--- config.mk ---
export PLATFORM = sky130hd
export DESIGN_NAME = tm_lif_scheduler
export DESIGN_NICKNAME = d
export VERILOG_FILES = /design/src/rtl/tm_lif_scheduler.sv
export SDC_FILE = /design/constraint.sdc
export NUM_CORES = 1
export LEC_CHECK = 0
export BUFFER_PORTS_ARGS = -buffer_cell sky130_fd_sc_hd__buf_2
export CORE_ASPECT_RATIO = 2
export CORE_MARGIN = 2
export CORE_UTILIZATION = 52
export CTS_BUF_LIST = sky130_fd_sc_hd__clkbuf_8
export DETAILED_ROUTE_END_ITERATION = 10
export GPL_ROUTABILITY_DRIVEN = 0
export PLACE_DENSITY_LB_ADDON = 0.15
export SETUP_SLACK_MARGIN = 0.15
export SLEW_MARGIN = 20
export SYNTH_ARGS = -nofsm -noshare
export SYNTH_HDL_FRONTEND = slang
export SYNTH_SLANG_ARGS = --single-unit
export TNS_END_PERCENT = 5
--- constraint.sdc ---
create_clock -name clk -period 12.15 [get_ports clk]
set_input_delay 0.6075 -clock clk [delete_from_list [all_inputs] [get_ports clk]]
set_output_delay 0.6075 -clock clk [all_outputs]
set_load 0.05 [all_outputs]
--- src/rtl/tm_lif_scheduler.sv ---
// Round-robin sequencer for a time-multiplexed leaky-integrate-and-fire array.
// One shared update datapath walks all slots per step and publishes the spike vector.
module tm_lif_scheduler #(
    parameter int N_NEURONS  = 8,
    parameter int W          = 8,
    parameter int TH_RESET   = 127,
    parameter int LEAK_SHIFT = 1
) (
    input  logic                          clk,
    input  logic                          rst,
    input  logic                          step_start,
    output logic                          busy,
    input  logic                          cfg_we,
    input  logic [$clog2(N_NEURONS)-1:0]  cfg_addr,
    input  logic [W-1:0]                  cfg_data,
    output logic                          cfg_ready,
    output logic                          cur_req,
    output logic [$clog2(N_NEURONS)-1:0]  cur_idx,
    input  logic                          cur_valid,
    input  logic [W-1:0]                  cur_data,
    output logic [N_NEURONS-1:0]          spikes,
    output logic                          spike_valid,
    input  logic [$clog2(N_NEURONS)-1:0]  dbg_addr,
    output logic [W-1:0]                  dbg_state
);
    localparam int AW = $clog2(N_NEURONS);
    localparam logic [AW:0]   NSLOTS = (AW+1)'(N_NEURONS);
    localparam logic [AW-1:0] LAST   = AW'(N_NEURONS - 1);

    typedef enum logic [1:0] {S_IDLE, S_FETCH, S_UPDATE, S_DONE} fsm_t;

    fsm_t                 r_fsm;
    logic [W-1:0]         r_mem [N_NEURONS];
    logic [W-1:0]         r_th  [N_NEURONS];
    logic [AW-1:0]        r_idx;
    logic [W-1:0]         r_cur;
    logic [N_NEURONS-1:0] r_acc;
    logic [N_NEURONS-1:0] r_spikes;
    logic                 r_spike_valid;
    logic                 r_busy;
    logic                 r_cur_req;

    logic [W-1:0]         w_leak;
    logic [W:0]           w_sum;
    logic [W-1:0]         w_sat;
    logic                 w_spk;
    logic [N_NEURONS-1:0] w_acc_next;
    logic                 w_cfg_hit;

    // Sum is one bit wider than the state so overflow can be clamped to all-ones.
    always_comb begin
        w_leak     = r_mem[r_idx] >> LEAK_SHIFT;
        w_sum      = {1'b0, r_cur} + {1'b0, w_leak};
        w_sat      = w_sum[W] ? '1 : w_sum[W-1:0];
        w_spk      = (w_sat >= r_th[r_idx]);
        w_acc_next = r_acc;
        w_acc_next[r_idx] = w_spk;
        w_cfg_hit  = cfg_we && ({1'b0, cfg_addr} < NSLOTS);
    end

    always_ff @(posedge clk) begin
        if (rst) begin
            r_fsm         <= S_IDLE;
            r_idx         <= '0;
            r_cur         <= '0;
            r_acc         <= '0;
            r_spikes      <= '0;
            r_spike_valid <= 1'b0;
            r_busy        <= 1'b0;
            r_cur_req     <= 1'b0;
            for (int unsigned i = 0; i < N_NEURONS; i++) begin
                r_mem[i] <= '0;
                r_th[i]  <= W'(TH_RESET);
            end
        end else begin
            r_spike_valid <= 1'b0;
            case (r_fsm)
                S_IDLE: begin
                    if (w_cfg_hit)
                        r_th[cfg_addr] <= cfg_data;
                    if (step_start) begin
                        r_idx     <= '0;
                        r_busy    <= 1'b1;
                        r_cur_req <= 1'b1;
                        r_fsm     <= S_FETCH;
                    end
                end
                S_FETCH: begin
                    if (cur_valid) begin
                        r_cur     <= cur_data;
                        r_cur_req <= 1'b0;
                        r_fsm     <= S_UPDATE;
                    end
                end
                S_UPDATE: begin
                    r_mem[r_idx] <= w_spk ? '0 : w_sat;
                    r_acc        <= w_acc_next;
                    if (r_idx == LAST) begin
                        r_spikes      <= w_acc_next;
                        r_spike_valid <= 1'b1;
                        r_fsm         <= S_DONE;
                    end else begin
                        r_idx     <= r_idx + 1'b1;
                        r_cur_req <= 1'b1;
                        r_fsm     <= S_FETCH;
                    end
                end
                S_DONE: begin
                    r_busy <= 1'b0;
                    r_fsm  <= S_IDLE;
                end
                default: r_fsm <= S_IDLE;
            endcase
        end
    end

    assign busy        = r_busy;
    assign cfg_ready   = ~r_busy;
    assign cur_req     = r_cur_req;
    assign cur_idx     = r_idx;
    assign spikes      = r_spikes;
    assign spike_valid = r_spike_valid;
    assign dbg_state   = r_mem[dbg_addr];

endmodule

==> results.cfg <==
[outcome]
status = complete, no violations

[finish]
drive_gt1_share_pct = 29.2
nFillCells = 1262
multi_input_area_sq_um = 3440
area_delta_synth_final_pct = 9.07
antenna_cells = 0
fin_nets = 706
regArea_sq_um = 4550
fin_cells = 872

[sta]
fin_crit_ns = 6.12
fin_skew_ns = 0.0200
fmax_ghz = 0.163
final.setup.tns_ns = 0
period_share_pct = 50.4
final-hold-violation-count = 0
rsz0062_at_grt = false
maxSlewViolCount = 0
setup_viol = 0
tightest_slew_ns = 1.07
slew_headroom_pct = 28.7

[cts]
clk_latency_ns = 0.48
cts_root_buf = clkbuf_8
cts_buffer_depth = 2
htree_levels = 4
post_cts_buffers = 0
cts_resized = 0
postCtsHoldBufs = 0
cts-buffers-inserted = 17
cts.sinks = 163
clk_pin_slew_ns = 0.10
cts_tree = yes

[floorplanning]
rows = 64
ios = 50
core-area_sq_um = 15300
die_w_microns = 92.6
die-area_sq_um = 16800
die_y_microns = 181
start_util_pct = 53.3

[global_route]
gr-usage-all-layers_pct = 25.4
antenna_found_initial = 0
grt_pass1_wl_mm = 30.9
overflow = 0
grt_max_degree = 45
grt_pass1_vias = 5514

[critical_path]
cp-endpoint = r_mem[7][0]$_SDFFCE_PN0P_
worstPathArrival_ns = 6.43
cp-end-kind = register
regToRegEndpoint = r_mem[7][0]$_SDFFCE_PN0P_
r2r_slack_ns = 6.03
crit_path_start_kind = register
worst-path-max-fanout = 22
reg2reg_depth = 15
critPathRequiredTime_ns = 12.46
critical_path_class = reg2reg

[yosys]
async_flop_share_pct = 0
syn_area_sq_um = 8160
synth_area_leaders = edfxtp_1, mux4_2, dfxtp_1
synthCells = 623
synth_nets = 668
yosysTopAreaCell = edfxtp_1
synthDominantCellAreaShare_pct = 47.1
synth_top_flop_cell = edfxtp_1
syn_area_per_cell_sq_um = 13.1
ys_ff_latch = 163
ys.warnings.count = 0
yosysSeqAreaShare_pct = 55.7
ys_types = 58
synth_edf_count = 128

[route]
routed-via-count = 5203
drtAntennaViolNets = 0
wl_per_cell_microns = 23.0
remaining_drc_errors = 0
firstDrtPassIters = 5
routed_wl_mm = 20.0
drt_iter0_drc = 332
vias_per_cell = 5.97

[hold_path]
worstHoldPathType = in2reg

[power_and_ir_drop]
p_per_area_nw_per_um2 = 125
p_leak_nw = 2.98
ir_worst_vdd_mv = 0.123

[run]
cap_violations = 0

[placed_design]
place_hpwl_mm = 15.0
placed_cells = 840
port_buffers = 49
## synth_stat cells, types with 3 or more instances
| library cell | instances |
|---|---|
| a211oi_1 | 8 |
| a21o_1 | 3 |
| a21oi_1 | 16 |
| a22o_1 | 6 |
| a31oi_1 | 4 |
| and2_1 | 4 |
| buf_1 | 3 |
| buf_2 | 10 |
| clkbuf_1 | 17 |
| dfxtp_1 | 35 |
| edfxtp_1 | 128 |
| ha_1 | 17 |
| inv_1 | 7 |
| mux2_2 | 16 |
| mux2i_1 | 16 |
| mux4_2 | 46 |
| nand2_1 | 22 |
| nand2b_1 | 23 |
| nand3_1 | 10 |
| nand4_1 | 3 |
| nor2_1 | 109 |
| nor2b_1 | 4 |
| nor3_1 | 10 |
| nor3b_1 | 3 |
| nor4_1 | 3 |
| o21ai_0 | 5 |
| o21ai_2 | 3 |
| o21bai_1 | 3 |
| or2_2 | 40 |
| or2b_1 | 8 |
| or3_1 | 7 |
| xnor2_1 | 3 |
## where the power goes
group / switching, mW / total, mW / internal (mW) / leakage, nW
combinational: 0.0687 / 0.106 / 0.0369 / 1.37
clock: 0.231 / 0.382 / 0.152 / 0.188
sequential: 0.00848 / 0.621 / 0.612 / 1.42
total: 0.308 / 1.11 / 0.801 / 2.98
## state kept, by name (all words and copies together), names as in the netlist, named ones only
signal and cells:
r_mem 64, cur_req 1, r_cur 8, r_th 64, spikes 8, busy 1, cur_idx 3, spike_valid 1
r_fsm 2, r_acc 8
## cells by family after synthesis
kind of cell | count (synthesis) | synth area share (%)
fa+ha+maj | 18 | 2.85
xor+xnor | 4 | 0.430
mux | 78 | 16.9
compound gates | 63 | 5.78
flops | 163 | 55.7
buf+inv | 39 | 2.06
simple gates | 258 | 16.3
## per-layer routing
metal	vias up	share of wire (%)	GRT usage, %
li1	2414	-	-
met1	2545	32	24.7
met2	178	59	48.9
met3	66	3.6	4.00
met4	0	5.7	14.4
met5	-	0	0
## through the flow
| step | power, mW | hold slack (ns) | setup slack (ns) | instance area [sq um] | utilization [%] |
|---|---|---|---|---|---|
| 2_1_floorplan | 0.705 | 0.470 | 7.40 | 8160 | - |
| 3_3_place_gp | 0.736 | 0.445 | 6.20 | 8520 | 55.7 |
| 3_5_place_dp | 0.740 | 0.453 | 6.07 | 8520 | 55.7 |
| 4_1_cts | 1.11 | 0.351 | 6.02 | 8890 | 58.2 |
| 5_1_grt | 1.14 | 0.372 | 5.55 | 8890 | 58.2 |
| 6_report | 1.11 | 0.376 | 6.03 | 8890 | 58.2 |
## cell type report
type | instances | area share (%)
sequential | 163 | 51.1
multi-input combinational | 421 | 38.7
timing repair buffer | 51 | 2.93
tap | 198 | 2.79
clock buffer | 17 | 2.63
clock inverter | 15 | 1.55
inverter | 7 | 0.295
## critical path: stages, from the launching register on
cell	delay [ns]
dfxtp_2	0.54
buf_4	0.46
mux4_2	0.56
mux2_2	0.32
ha_1	0.36
a21o_1	0.23
a221oi_4	0.40
o21ai_2	0.19
nor2_1	0.55
inv_1	0.11
ha_1	0.25
nor4_1	0.25
o21ai_1	0.16
a311oi_2	0.83
nand4_1	0.47
nor2_1	0.24
## worst min-delay path by stage
stage	end	startpoint	cells past startpoint	slack (ns)
2_1_floorplan	r_cur[0]$_SDFFE_PP0P_	r_cur[0]$_SDFFE_PP0P_	2	0.47
3_3_place_gp	spikes[1]$_SDFFE_PP0P_	spikes[1]$_SDFFE_PP0P_	2	0.44
3_5_place_dp	spikes[1]$_SDFFE_PP0P_	spikes[1]$_SDFFE_PP0P_	2	0.45
4_1_cts	r_cur[1]$_SDFFE_PP0P_	cur_data[1]	3	0.35
5_1_grt	r_cur[6]$_SDFFE_PP0P_	cur_data[6]	3	0.37
6_report	r_cur[1]$_SDFFE_PP0P_	cur_data[1]	3	0.38
## layout by cell type (no fill, tap or decap), types with 3 or more instances in the layout
master / count
nand2b_1: 23
mux2i_1: 16
or2_2: 40
dfxtp_1: 34
buf_2: 49
ha_1: 17
nor4_1: 3
a21oi_1: 16
or3_1: 7
nand4_1: 3
a21o_1: 3
inv_1: 7
nand3_1: 10
nand2_1: 22
mux2_2: 16
nor3_1: 10
and2_1: 4
o21bai_1: 3
clkbuf_8: 17
nor2_1: 109
nor3b_1: 3
or2b_1: 8
xnor2_1: 3
mux4_2: 46
inv_8: 5
nor2b_1: 4
o21ai_2: 3
a22o_1: 6
a211oi_1: 8
a31oi_1: 4
edfxtp_1: 128
inv_6: 6
o21ai_0: 5
Note: power is estimated with default switching activity, not from simulation.
